`src/rtl/backward.sv`:
```
// Hidden-to-visible reconstruction: for each visible unit i, accumulates
// h[j]*W[j][i] over all hidden units through a two-stage pipeline, then saturates.
module backward #(
  parameter int WIDTH_IN  = 16,
  parameter int WIDTH_OUT = 32,
  parameter int N_HID     = 16,
  parameter int N_VIS     = 784,
  localparam int HW = (N_HID > 1) ? $clog2(N_HID) : 1,
  localparam int AW = (N_HID * N_VIS > 1) ? $clog2(N_HID * N_VIS) : 1,
  localparam int VW = (N_VIS > 1) ? $clog2(N_VIS) : 1
) (
  input  logic                 clk,
  input  logic                 rst,
  input  logic                 start,
  input  logic                 hid_wr_en,
  input  logic [HW-1:0]        hid_wr_addr,
  input  logic [WIDTH_IN-1:0]  hid_wr_data,
  output logic                 w_rd_en,
  output logic [AW-1:0]        w_rd_addr,
  input  logic [WIDTH_IN-1:0]  w_rd_data,
  output logic                 vis_valid,
  output logic [VW-1:0]        vis_addr,
  output logic [WIDTH_OUT-1:0] vis_data,
  output logic                 busy,
  output logic                 done
);

  localparam int PW   = 2 * WIDTH_IN;
  localparam int ACCW = WIDTH_OUT + 8;
  localparam logic [HW-1:0] J_LAST   = HW'(N_HID - 1);
  localparam logic [VW-1:0] I_LAST   = VW'(N_VIS - 1);
  localparam logic [AW-1:0] ADDR_STEP = AW'(N_VIS);

  typedef enum logic [2:0] {S_IDLE, S_RUN, S_DRAIN, S_OUT, S_DONE} state_t;

  state_t                  state_q, state_d;
  logic [VW-1:0]           i_q, i_d;
  logic [HW-1:0]           j_q, j_d;
  logic [HW-1:0]           jd_q, jd_d;
  logic                    drain_q, drain_d;
  logic                    rd_vld_q, rd_vld_d;
  logic                    w_rd_en_q, w_rd_en_d;
  logic [AW-1:0]           w_rd_addr_q, w_rd_addr_d;
  logic signed [PW-1:0]    p_q, p_d;
  logic signed [ACCW-1:0]  acc_q, acc_d;
  logic signed [ACCW-1:0]  acc_sum;
  logic [ACCW-WIDTH_OUT:0] acc_top;
  logic                    acc_ovf;
  logic [WIDTH_OUT-1:0]    sat_val;
  logic                    vis_valid_q, vis_valid_d;
  logic [VW-1:0]           vis_addr_q, vis_addr_d;
  logic [WIDTH_OUT-1:0]    vis_data_q, vis_data_d;
  logic                    busy_q, busy_d;
  logic                    done_q, done_d;
  logic [WIDTH_IN-1:0]     hid_q [N_HID];
  logic                    hid_we;

  assign hid_we = hid_wr_en && (state_q == S_IDLE);

  genvar gi;
  generate
    for (gi = 0; gi < N_HID; gi++) begin : g_hid
      always_ff @(posedge clk or posedge rst) begin
        if (rst) begin
          hid_q[gi] <= '0;
        end else if (hid_we && (hid_wr_addr == HW'(gi))) begin
          hid_q[gi] <= hid_wr_data;
        end
      end
    end
  endgenerate

  // Saturate when the bits above the output sign bit are not a pure sign extension.
  always_comb begin
    acc_sum = acc_q + {{(ACCW - PW){p_q[PW-1]}}, p_q};
    acc_top = acc_sum[ACCW-1:WIDTH_OUT-1];
    acc_ovf = !((&acc_top) || !(|acc_top));
    if (!acc_ovf)
      sat_val = acc_sum[WIDTH_OUT-1:0];
    else if (acc_sum[ACCW-1])
      sat_val = {1'b1, {(WIDTH_OUT-1){1'b0}}};
    else
      sat_val = {1'b0, {(WIDTH_OUT-1){1'b1}}};
  end

  always_comb begin
    state_d     = state_q;
    i_d         = i_q;
    j_d         = j_q;
    drain_d     = drain_q;
    w_rd_en_d   = 1'b0;
    w_rd_addr_d = w_rd_addr_q;
    vis_valid_d = 1'b0;
    vis_addr_d  = vis_addr_q;
    vis_data_d  = vis_data_q;
    busy_d      = busy_q;
    done_d      = 1'b0;
    rd_vld_d    = w_rd_en_q;
    jd_d        = j_q;
    p_d         = rd_vld_q ? PW'($signed(hid_q[jd_q])) * PW'($signed(w_rd_data)) : '0;
    acc_d       = '0;

    case (state_q)
      S_IDLE: begin
        if (start) begin
          state_d     = S_RUN;
          i_d         = '0;
          j_d         = '0;
          w_rd_en_d   = 1'b1;
          w_rd_addr_d = '0;
          busy_d      = 1'b1;
        end
      end
      S_RUN: begin
        acc_d = acc_sum;
        if (j_q == J_LAST) begin
          state_d = S_DRAIN;
          drain_d = 1'b0;
        end else begin
          j_d         = j_q + 1'b1;
          w_rd_en_d   = 1'b1;
          w_rd_addr_d = w_rd_addr_q + ADDR_STEP;
        end
      end
      S_DRAIN: begin
        acc_d = acc_sum;
        if (drain_q) begin
          state_d     = S_OUT;
          vis_valid_d = 1'b1;
          vis_addr_d  = i_q;
          vis_data_d  = sat_val;
        end else begin
          drain_d = 1'b1;
        end
      end
      S_OUT: begin
        j_d = '0;
        if (i_q == I_LAST) begin
          state_d = S_DONE;
          done_d  = 1'b1;
        end else begin
          i_d         = i_q + 1'b1;
          state_d     = S_RUN;
          w_rd_en_d   = 1'b1;
          w_rd_addr_d = AW'(i_q) + AW'(1);
        end
      end
      S_DONE: begin
        state_d = S_IDLE;
        busy_d  = 1'b0;
      end
      default: state_d = S_IDLE;
    endcase
  end

  always_ff @(posedge clk or posedge rst) begin
    if (rst) begin
      state_q     <= S_IDLE;
      i_q         <= '0;
      j_q         <= '0;
      jd_q        <= '0;
      drain_q     <= 1'b0;
      rd_vld_q    <= 1'b0;
      w_rd_en_q   <= 1'b0;
      w_rd_addr_q <= '0;
      p_q         <= '0;
      acc_q       <= '0;
      vis_valid_q <= 1'b0;
      vis_addr_q  <= '0;
      vis_data_q  <= '0;
      busy_q      <= 1'b0;
      done_q      <= 1'b0;
    end else begin
      state_q     <= state_d;
      i_q         <= i_d;
      j_q         <= j_d;
      jd_q        <= jd_d;
      drain_q     <= drain_d;
      rd_vld_q    <= rd_vld_d;
      w_rd_en_q   <= w_rd_en_d;
      w_rd_addr_q <= w_rd_addr_d;
      p_q         <= p_d;
      acc_q       <= acc_d;
      vis_valid_q <= vis_valid_d;
      vis_addr_q  <= vis_addr_d;
      vis_data_q  <= vis_data_d;
      busy_q      <= busy_d;
      done_q      <= done_d;
    end
  end

  assign w_rd_en   = w_rd_en_q;
  assign w_rd_addr = w_rd_addr_q;
  assign vis_valid = vis_valid_q;
  assign vis_addr  = vis_addr_q;
  assign vis_data  = vis_data_q;
  assign busy      = busy_q;
  assign done      = done_q;

endmodule

```
`config.mk`:
```
export PLATFORM = sky130hd
export DESIGN_NAME = backward
export DESIGN_NICKNAME = d
export VERILOG_FILES = /design/src/rtl/backward.sv
export SDC_FILE = /design/constraint.sdc
export NUM_CORES = 2
export LEC_CHECK = 0
export CELL_PAD_IN_SITES_DETAIL_PLACEMENT = 1
export CELL_PAD_IN_SITES_GLOBAL_PLACEMENT = 1
export CORE_ASPECT_RATIO = 0.75
export CORE_MARGIN = 1.5
export CORE_UTILIZATION = 55
export CTS_CLUSTER_SIZE = 12
export DETAILED_ROUTE_END_ITERATION = 12
export GPL_TIMING_DRIVEN = 0
export PLACE_DENSITY = 0.95
export SYNTH_ARGS = -nofsm -noshare
export SYNTH_HDL_FRONTEND = slang
export SYNTH_SLANG_ARGS = --single-unit
```
`constraint.sdc`:
```
create_clock -name clk -period 30.4 [get_ports clk]
set_input_delay 4.56 -clock clk [delete_from_list [all_inputs] [get_ports clk]]
set_output_delay 4.56 -clock clk [all_outputs]
set_load 0.05 [all_outputs]
```
==> flow_metrics.env <==
export IMPL_final_area_um2=33200
export IMPL_cts_tree="yes"
export IMPL_syn_inst=2612
export IMPL_cap_viol_max_count=0
export IMPL_grt_pass1_vias=26700
export IMPL_cp_end_kind="flop"
export IMPL_die_y_um=205
export IMPL_status="finished clean"
export IMPL_grt_pass1_wl_um=170000
export IMPL_hold_violations=0
export IMPL_fin_skew_ns=0.0361
export IMPL_cp_data_arrival_time_ns=12.79
export IMPL_postCtsSetupRepairBufs=0
export IMPL_post_cts_resized=0
export IMPL_place_area_um2=31900
export IMPL_avgViaCountPerCell=6.68
export IMPL_p_leak_nw=16.2
export IMPL_rsz0062_at_grt="no"
export IMPL_first_pass_iters=6
export IMPL_wl_per_cell_um=31.9
export IMPL_fp_row_count=73
export IMPL_via_count=23300
export IMPL_synth_seq_cells=411
export IMPL_synth_yosys_seq_area_share_pct=34.4
export IMPL_die_x_um=272
export IMPL_avgSynthCellArea_um2=11.5
export IMPL_drt_initial_drc_count=2662
export IMPL_path_clk_slew_ns=0.07
export IMPL_min_period_over_period_pct=40.6
export IMPL_globalplace_congestion=0.937
export IMPL_wl_um=112000
export IMPL_relSlewSlack_pct=3.97
export IMPL_ys_types=101
export IMPL_synthArstFlopShare_pct=100
export IMPL_initial_core_util_pct=56.1
export IMPL_syn_num_nets=3039
export IMPL_layout_commonest_cell="dfrtp_1"
export IMPL_drive_above_1_share_pct=18.5
export IMPL_ys_warn_count=0
export IMPL_antenna_found_initial=6
export IMPL_worst_pin_slew_ns=1.43
export IMPL_path_max_fanout=10
export IMPL_mostFrequentLayoutCells="dfrtp_1, inv_1, fa_1"
export IMPL_fillers=5453
export IMPL_clock_latency_ns=0.64
export IMPL_core_um2=53300
export IMPL_portBuffers=97
export IMPL_p_per_area_nw_per_um2=54.8
export IMPL_dieArea_um2=55800
export IMPL_place_ws_ns=18.01
export IMPL_ant_nets=0
export IMPL_synth_edff_count=0
export IMPL_required_ns=30.86
export IMPL_hold_class="reg -> reg"
export IMPL_fin_ws_ns=18.07
export IMPL_layout_min_cycle_time_ns=12.33
export IMPL_setup_violations_final=0
export IMPL_fmax_ghz=0.0811
export IMPL_path_class="in -> reg"
export IMPL_critPathLaunchType="primary input"
export IMPL_fin_nets=3184
export IMPL_slew_violations=0
export IMPL_synthFlopType="dfrtp_1"
export IMPL_cts_root_buf="clkbuf_16"
export IMPL_area_growth_pct=10.9
export IMPL_fin_tns_setup_ns=0
export IMPL_drc_errors=0
export IMPL_grt_overflow=0
export IMPL_grt_max_degree=132
export IMPL_io_pins=100
export IMPL_grt_util_all_layers_pct=41.5
export IMPL_cts_sinks=411
export IMPL_htreeDepth=2
export IMPL_numCtsBuffers=43
export IMPL_syn_area_um2=29900
export IMPL_cts_buffer_depth=3
export IMPL_ir_drop_mv=0.0398
export IMPL_dp_hpwl_um=72600
export IMPL_postCtsHoldBufs=0
## final timing paths
| kind | startpoint | endpoint | slack, ns | cells past startpoint |
|---|---|---|---|---|
| worst max-delay path | w_rd_data[3] | p_q[29] | 18.07 | 23 |
| worst min-delay path | w_rd_en | rd_vld_q | 0.44 | 0 |
| worst max register to register | jd_q[1] | p_q[29] | 19.66 | 27 |
| worst min register to register | w_rd_en | rd_vld_q | 0.44 | 0 |
| max in group asynchronous | rst | w_rd_addr[2] | 24.32 | 4 |
| min in group asynchronous | rst | hid_q[241] | 4.56 | 2 |
## critical path, stage by stage
cell             delay [ns]
clkdlybuf4s50_1        0.72
clkbuf_1               0.55
nand2_1                0.19
fa_1                   0.66
fa_1                   0.47
fa_1                   0.49
fa_1                   0.49
inv_1                  0.06
fa_1                   0.55
inv_1                  0.07
fa_1                   0.54
inv_1                  0.05
ha_1                   0.40
o21a_1                 0.23
o21ai_1                0.35
a211oi_1               0.19
o31ai_1                0.52
a21oi_1                0.26
o31a_1                 0.40
a221o_1                0.41
o31ai_1                0.27
xor2_1                 0.24
nor2_1                 0.09
## Yosys cell counts (all sizes together), types with 5 or more instances
cell type	count	area [um2]
o21bai	8	75.1
o31a	6	52.6
nor2	119	447
a211oi	7	62.6
a31oi	12	126
clkbuf	104	442
and3	13	81.3
nand2b	19	121
o221ai	5	50.0
or3	5	42.5
nand3	24	125
nand4	18	131
buf	26	165
o21ai	50	250
a21oi	58	320
xor2	31	272
o41ai	6	105
mux4	80	1800
or2	6	40.0
nand2	263	995
o31ai	5	51.3
fa	263	5270
o21a	12	90.1
dfrtp	411	10300
nor2b	17	106
a22oi	32	395
ha	124	1550
mux2	257	2890
nor3	19	105
nand3b	5	37.5
and2	156	983
xnor2	44	445
inv	321	1200
o211ai	8	70.1
a21o	30	234
## power by group
part           switching, mW  internal [mW]  leakage (nW)
Sequential            0.0190          0.588          5.46
Clock                  0.250          0.286         0.642
Combinational          0.430          0.244          10.1
Total                  0.699           1.12          16.2
## routing by layer
layer,vias up,global-route usage (%),routed length [um]
li1,8928,-,-
met1,12000,49.1,39200
met2,1737,64.9,51300
met3,680,13.8,12000
met4,6,27.4,9000
met5,-,0.965,41
## per-stage QoR
stage | instances | power (mW) | hold WS, ns | utilization, %
2_1_floorplan | 2612 | 1.07 | 0.394 | -
3_3_place_gp | 3421 | 1.18 | 0.413 | 59.6
3_5_place_dp | 3424 | 1.24 | 0.423 | 59.7
4_1_cts | 3491 | 1.79 | 0.432 | 62.2
5_1_grt | 3491 | 1.88 | 0.433 | 62.2
6_report | 3493 | 1.82 | 0.437 | 62.2
## layout make-up
class / instances / area (um2) / area share (%)
buffer: 130 / 608 / 1.83
tap: 712 / 891 / 2.69
timing repair buffer: 100 / 1050 / 3.18
sequential: 411 / 10300 / 31.0
clock inverter: 7 / 93.8 / 0.283
inverter: 322 / 1220 / 3.67
antenna: 2 / 5.00 / 0.0151
clock buffer: 60 / 1210 / 3.65
multi-input combinational: 1749 / 17800 / 53.7
## registers in the layout, summed over array words and instances (netlist names)
signal / count
w_rd_addr: 14
w_rd_en: 1
vis_valid: 1
acc_q: 40
vis_addr: 10
drain_q: 1
p_q: 32
rd_vld_q: 1
busy: 1
vis_data: 32
hid_q: 256
state_q: 3
j_q: 4
jd_q: 4
done: 1
i_q: 10
## kinds of logic (layout without fill, tap and decap cells)
family / Yosys count / in the layout / synth area share, %
other: 0 / 2 / 0
buffers and inverters: 452 / 619 / 6.07
adder cells (fa/ha/maj): 387 / 387 / 22.8
AND/OR/NAND/NOR: 681 / 681 / 11.3
flip-flops: 411 / 411 / 34.4
multiplexers: 339 / 339 / 15.8
XOR/XNOR: 75 / 75 / 2.40
AO/OA/AOI/OAI: 267 / 267 / 7.33
No activity file was read; power rests on OpenSTA's default activity.
==> edit 1: new RTL, same settings <==
Change the parameter `N_HID` from 16 to 8.
--- a/src/rtl/backward.sv
+++ b/src/rtl/backward.sv
@@ -3,7 +3,7 @@
 module backward #(
   parameter int WIDTH_IN  = 16,
   parameter int WIDTH_OUT = 32,
-  parameter int N_HID     = 16,
+  parameter int N_HID     = 8,
   parameter int N_VIS     = 784,
   localparam int HW = (N_HID > 1) ? $clog2(N_HID) : 1,
   localparam int AW = (N_HID * N_VIS > 1) ? $clog2(N_HID * N_VIS) : 1,
Ports: changed (resized hid_wr_addr and w_rd_addr); port bits go from 100 to 98. No check against the original RTL was run, so the function may have changed too.
==> edit 1 against the unedited design <==
Sequential cell count shrank 131. Synthesized area shrank 20%. Routed wire length shrank 28%. Global-route usage shrank 4.4 points. Final cell count shrank 15%. Sequential share of layout area shrank 4.5 points. Setup slack gained 0.26 ns. Cell area shrank 20%. First-iteration DRC count shrank 44%. Clock skew shrank 0.014 ns. Critical endpoint is now p_q[30].
Power is left out: the tool's default activity adds up to more than one toggle a clock period on the data nets, which glitch-free logic cannot reach.
==> edit 1: results (changes against the unedited design) <==
stage;metric;value;unit;change
final_layout;share of cells above drive strength 1;13.4;%;-5.1 points
worst_hold_path;Hold EP;jd_q[1];;
global_route;vias in the first global route;21431;;-20%
worst_hold_path;Worst Hold Launch;j_q[1];;
yosys;XOR/XNOR share of the synthesized area;2.79;%;+0.39 points
placed_design;IO Port Bufs;95;;-2.1%
clock_network;Root Driver;clkbuf_16;;
final_layout;Largest regs;hid_q: 128 flops, acc_q: 40 flops;;
critical_path;Worst R2R Start;jd_q[0];;
critical_path;Max stage delay on crit path;0.62;ns;-0.10 ns
yosys;synthesized area per cell;10.6;sq um;-7.3%
worst_hold_path;worst hold stages;0;;unchanged
route;DR vias/cell;6.23;;-6.7%
route;First-pass DRT Iterations;5;;-1
clock_network;cts bufs inserted;29;;-33%
critical_path;Worst Path Arrival;12.53;ns;-0.26 ns
placed_design;HPWL after DPL;56700;microns;-22%
route;total length of routed wires;80000;microns;-28%
global_route;Global Route Usage Sum;37.1;%;-4.4 points
placed_design;pre-CTS WS;18.21;ns;+0.203 ns
sta;Slew @ Worst Pin;1.18;ns;-0.250 ns
critical_path;reg2reg path depth;28;;+3.7%
yosys;Synth Area in Compound Gates;8.60;%;+1.3 points
global_route;largest net degree at the start of global routing;136;;+3.0%
global_route;initial antenna violation count;0;;-6
yosys;syn_nets;2676;;-12%
final_layout;fin nets;2804;;-12%
critical_path;reg-to-reg slack, setup;20.10;ns;+0.44 ns
critical_path;crit path from;w_rd_data[5];;
final_layout;Inserted Diodes;0;;-2
run_status;outcome;finished, final reports clean;;
yosys;Seq/Total Area, Yosys;29.4;%;-5.0 points
sta;skew final;0.0220;ns;-0.0140 ns
clock_network;Skew-Pair Late Insertion Delay;0.58;ns;-0.06 ns
placed_design;area of placed instances;25600;sq um;-20%
route;DR iter-0 viols;1501;;-44%
global_route;first-pass GRT wire length;127000;microns;-25%
placed_design;Final GP Congestion;0.918;;-2.0%
placed_design;Placed Instances;2915;;-15%
sta;Max Freq;82.8;MHz;+2.1%
yosys;Synth top cells by count;325 x inv_1, 280 x dfrtp_1, 263 x fa_1;;
yosys;count of different cell masters after synthesis;75;;-26%
critical_path;Critical R2R Capture;p_q[30];;
yosys;commonest register cell after synthesis;dfrtp_1;;
final_layout;Fillers;4473;;-18%
yosys;Synth area leaders;dfrtp_1 29%, fa_1 22%, mux2_2 7.2%;;
==> edit 1: changes by cell type after synthesis, sizes merged, moves of 31 or more <==
cell / before / now
clkbuf: 104 / 72
dfrtp: 411 / 280
nand2: 263 / 173
nand2b: 19 / 50
or2: 6 / 37
o2bb2ai: 0 / 31
and2: 156 / 125
mux4: 80 / 32
mux2: 257 / 152
==> edit 1: layer usage <==
layer,up-vias,part of all wire (%),track usage (%)
li1,7572,-,-
met1,9520,37,43.9
met2,963,50,64.9
met3,375,7.2,6.93
met4,0,6.1,19.6
met5,-,0,0
==> edit 1: layout make-up <==
| type | instances | area (sq um) | area share (%) |
|---|---|---|---|
| Inverter | 325 | 1230 | 4.64 |
| Clock buffer | 38 | 790 | 2.99 |
| Tap cell | 569 | 712 | 2.69 |
| Sequential cell | 280 | 7010 | 26.5 |
| Clock inverter | 5 | 53.8 | 0.203 |
| Multi-Input combinational cell | 1560 | 15300 | 57.8 |
| Buffer | 84 | 372 | 1.41 |
| Timing Repair Buffer | 97 | 1010 | 3.80 |
==> edit 2: new RTL, config.mk and constraints unchanged <==
Without the edit above. Remove the register `vis_valid_q`: a continuous assignment takes its place, so the output `vis_valid` follows one clock earlier.
--- a/src/rtl/backward.sv
+++ b/src/rtl/backward.sv
@@ -165,7 +165,6 @@
       w_rd_addr_q <= '0;
       p_q         <= '0;
       acc_q       <= '0;
-      vis_valid_q <= 1'b0;
       vis_addr_q  <= '0;
       vis_data_q  <= '0;
       busy_q      <= 1'b0;
@@ -181,13 +180,14 @@
       w_rd_addr_q <= w_rd_addr_d;
       p_q         <= p_d;
       acc_q       <= acc_d;
-      vis_valid_q <= vis_valid_d;
       vis_addr_q  <= vis_addr_d;
       vis_data_q  <= vis_data_d;
       busy_q      <= busy_d;
       done_q      <= done_d;
     end
   end
+
+  assign vis_valid_q = vis_valid_d;
 
   assign w_rd_en   = w_rd_en_q;
   assign w_rd_addr = w_rd_addr_q;
Behaviour: no difference found for any inputs over 10 cycles, from zero or initial values and one cycle with rst high; that may be too few to reach the edited logic, so the function may still have changed.
==> edit 2 against the unedited design <==
Cell area about the same. Setup slack got worse by 0.0010 ns. Power decreased by 0.57%. Synthesized area about the same. Routed wire length decreased by 0.34%. Via count is 0.86% higher. Clock skew rose by 0.0013 ns. First-iteration DRC count decreased by 1.0%. Final cell count barely moved. Sequential cell count fell by 1. Critical path type unchanged. Critical endpoint is now p_q[30]. Largest power group unchanged. Highest routed layer unchanged.
==> edit 2: results (changes against the unedited design) <==
stage;metric;value;unit;change
global_route;first-pass GRT wire length;168000;microns;-0.90%
final_layout;Fillers;5466;;+0.24%
final_layout;share of cells above drive strength 1;18.6;%;+0.023 points
pwr;peak supply drop;0.0440;mV;+11%
placed_design;Final GP Congestion;0.938;;about the same
worst_hold_path;HP Class;flop to flop;;
route;total length of routed wires;111000;microns;-0.34%
sta;skew final;0.0373;ns;+0.00127 ns
clock_network;number of gates resized after CTS;0;;unchanged
yosys;count of different cell masters after synthesis;101;;unchanged
critical_path;Worst Path Arrival;12.78;ns;about the same
critical_path;Max FO, Critical Path;10;;unchanged
yosys;Seq/Total Area, Yosys;34.3;%;-0.055 points
yosys;syn_nets;3038;;-0.033%
global_route;Global Route Usage Sum;41.3;%;-0.23 points
clock_network;Root Driver;clkbuf_16;;
route;vias;23519;;+0.86%
route;DR iter-0 viols;2635;;-1.0%
route;First-pass DRT Iterations;6;;unchanged
run_status;outcome;finished, final reports clean;;
placed_design;area of placed instances;31800;sq um;about the same
global_route;initial antenna violation count;4;;-2
clock_network;CTS H-Tree Depth;2;;unchanged
pwr;Leak;16.2;nW;-0.12%
yosys;Synth top cells by count;410 x dfrtp_1, 321 x inv_1, 263 x fa_1;;
yosys;Synth area leaders;dfrtp_1 34%, fa_1 18%, mux2_2 9.7%;;
global_route;vias in the first global route;26547;;-0.57%
yosys;Ys Warns;0;;unchanged
global_route;largest net degree at the start of global routing;143;;+8.3%
placed_design;HPWL after DPL;73200;microns;+0.81%
clock_network;CTS Buffer Depth;3;;unchanged
placed_design;IO Port Bufs;97;;unchanged
sta;Slew @ Worst Pin;1.47;ns;+0.0441 ns
yosys;Async SR Flop Fraction;100;%;unchanged
final_layout;fin nets;3183;;-0.031%
[edit 2: cell count changes after synthesis]
| cell | before | now |
|---|---|---|
| dfrtp_1 | 411 | 410 |
[edit 2: report_power, final]
part	switching [mW]	total (mW)	leakage, nW	internal [mW]
Clock	0.252	0.527	0.637	0.275
Combinational	0.429	0.673	10.1	0.244
Sequential	0.0201	0.607	5.45	0.587
Total	0.701	1.81	16.2	1.11
[edit 2: per-stage QoR]
step	power (mW)	hold WS, ns	std cells	setup slack [ns]
4_1_cts	1.78	0.441	3493	18.50
3_5_place_dp	1.24	0.430	3423	17.95
5_1_grt	1.86	0.436	3493	18.03
3_3_place_gp	1.19	0.416	3420	10.27
2_1_floorplan	1.07	0.394	2611	14.43
6_report	1.81	0.447	3496	18.07
[edit 2: cell type report]
type	instances	area, sq um	share of cell area [%]
Clock buffer	60	1190	3.59
Multi-Input combinational cell	1749	17800	53.7
Buffer	130	607	1.83
Inverter	322	1220	3.67
Sequential cell	410	10300	30.9
Antenna cell	3	7.51	0.0226
Clock inverter	10	115	0.347
Timing Repair Buffer	100	1050	3.18
Tap cell	712	891	2.69
[edit 2: final timing paths]
check	end	startpoint	slack, ns
setup / recovery	p_q[30]	w_rd_data[1]	18.07
hold / removal	rd_vld_q	w_rd_en	0.45
setup reg to reg	p_q[29]	jd_q[1]	19.67
max in group asynchronous	vis_addr[9]	rst	24.47
min in group asynchronous	hid_q[129]	rst	4.47
hold reg to reg	rd_vld_q	w_rd_en	0.45
[edit 2: cells by family after synthesis]
kind of cell             Yosys count  synth area share [%]
flip-flops                       410                  34.3
XOR/XNOR                          75                  2.40
AO/OA/AOI/OAI                    267                  7.33
multiplexers                     339                  15.8
buffers and inverters            452                  6.07
adder cells (fa/ha/maj)          387                  22.8
AND/OR/NAND/NOR                  681                  11.3
[edit 2: worst max-delay path: stages]
cell and delay (ns):
clkdlybuf4s50_1 0.66, clkbuf_1 0.50, nand2_1 0.25, fa_1 0.53, inv_1 0.33, fa_1 0.56
fa_1 0.91, fa_1 0.52, fa_1 0.51, inv_1 0.07, fa_1 0.52, inv_1 0.06
ha_1 0.37, a21o_1 0.24, a21o_1 0.19, a21oi_1 0.17, o211ai_1 0.14, a31oi_1 0.33
o2111ai_1 0.39, and3_1 0.30, o31a_1 0.32, nor3_1 0.23, nor3_1 0.10
[edit 2: layer usage]
metal	GRT usage (%)	vias up	wire (microns)
li1	-	8949	-
met1	48.9	12107	39400
met2	63.9	1755	50700
met3	13.8	704	12100
met4	28.5	4	8940
met5	0.789	-	42
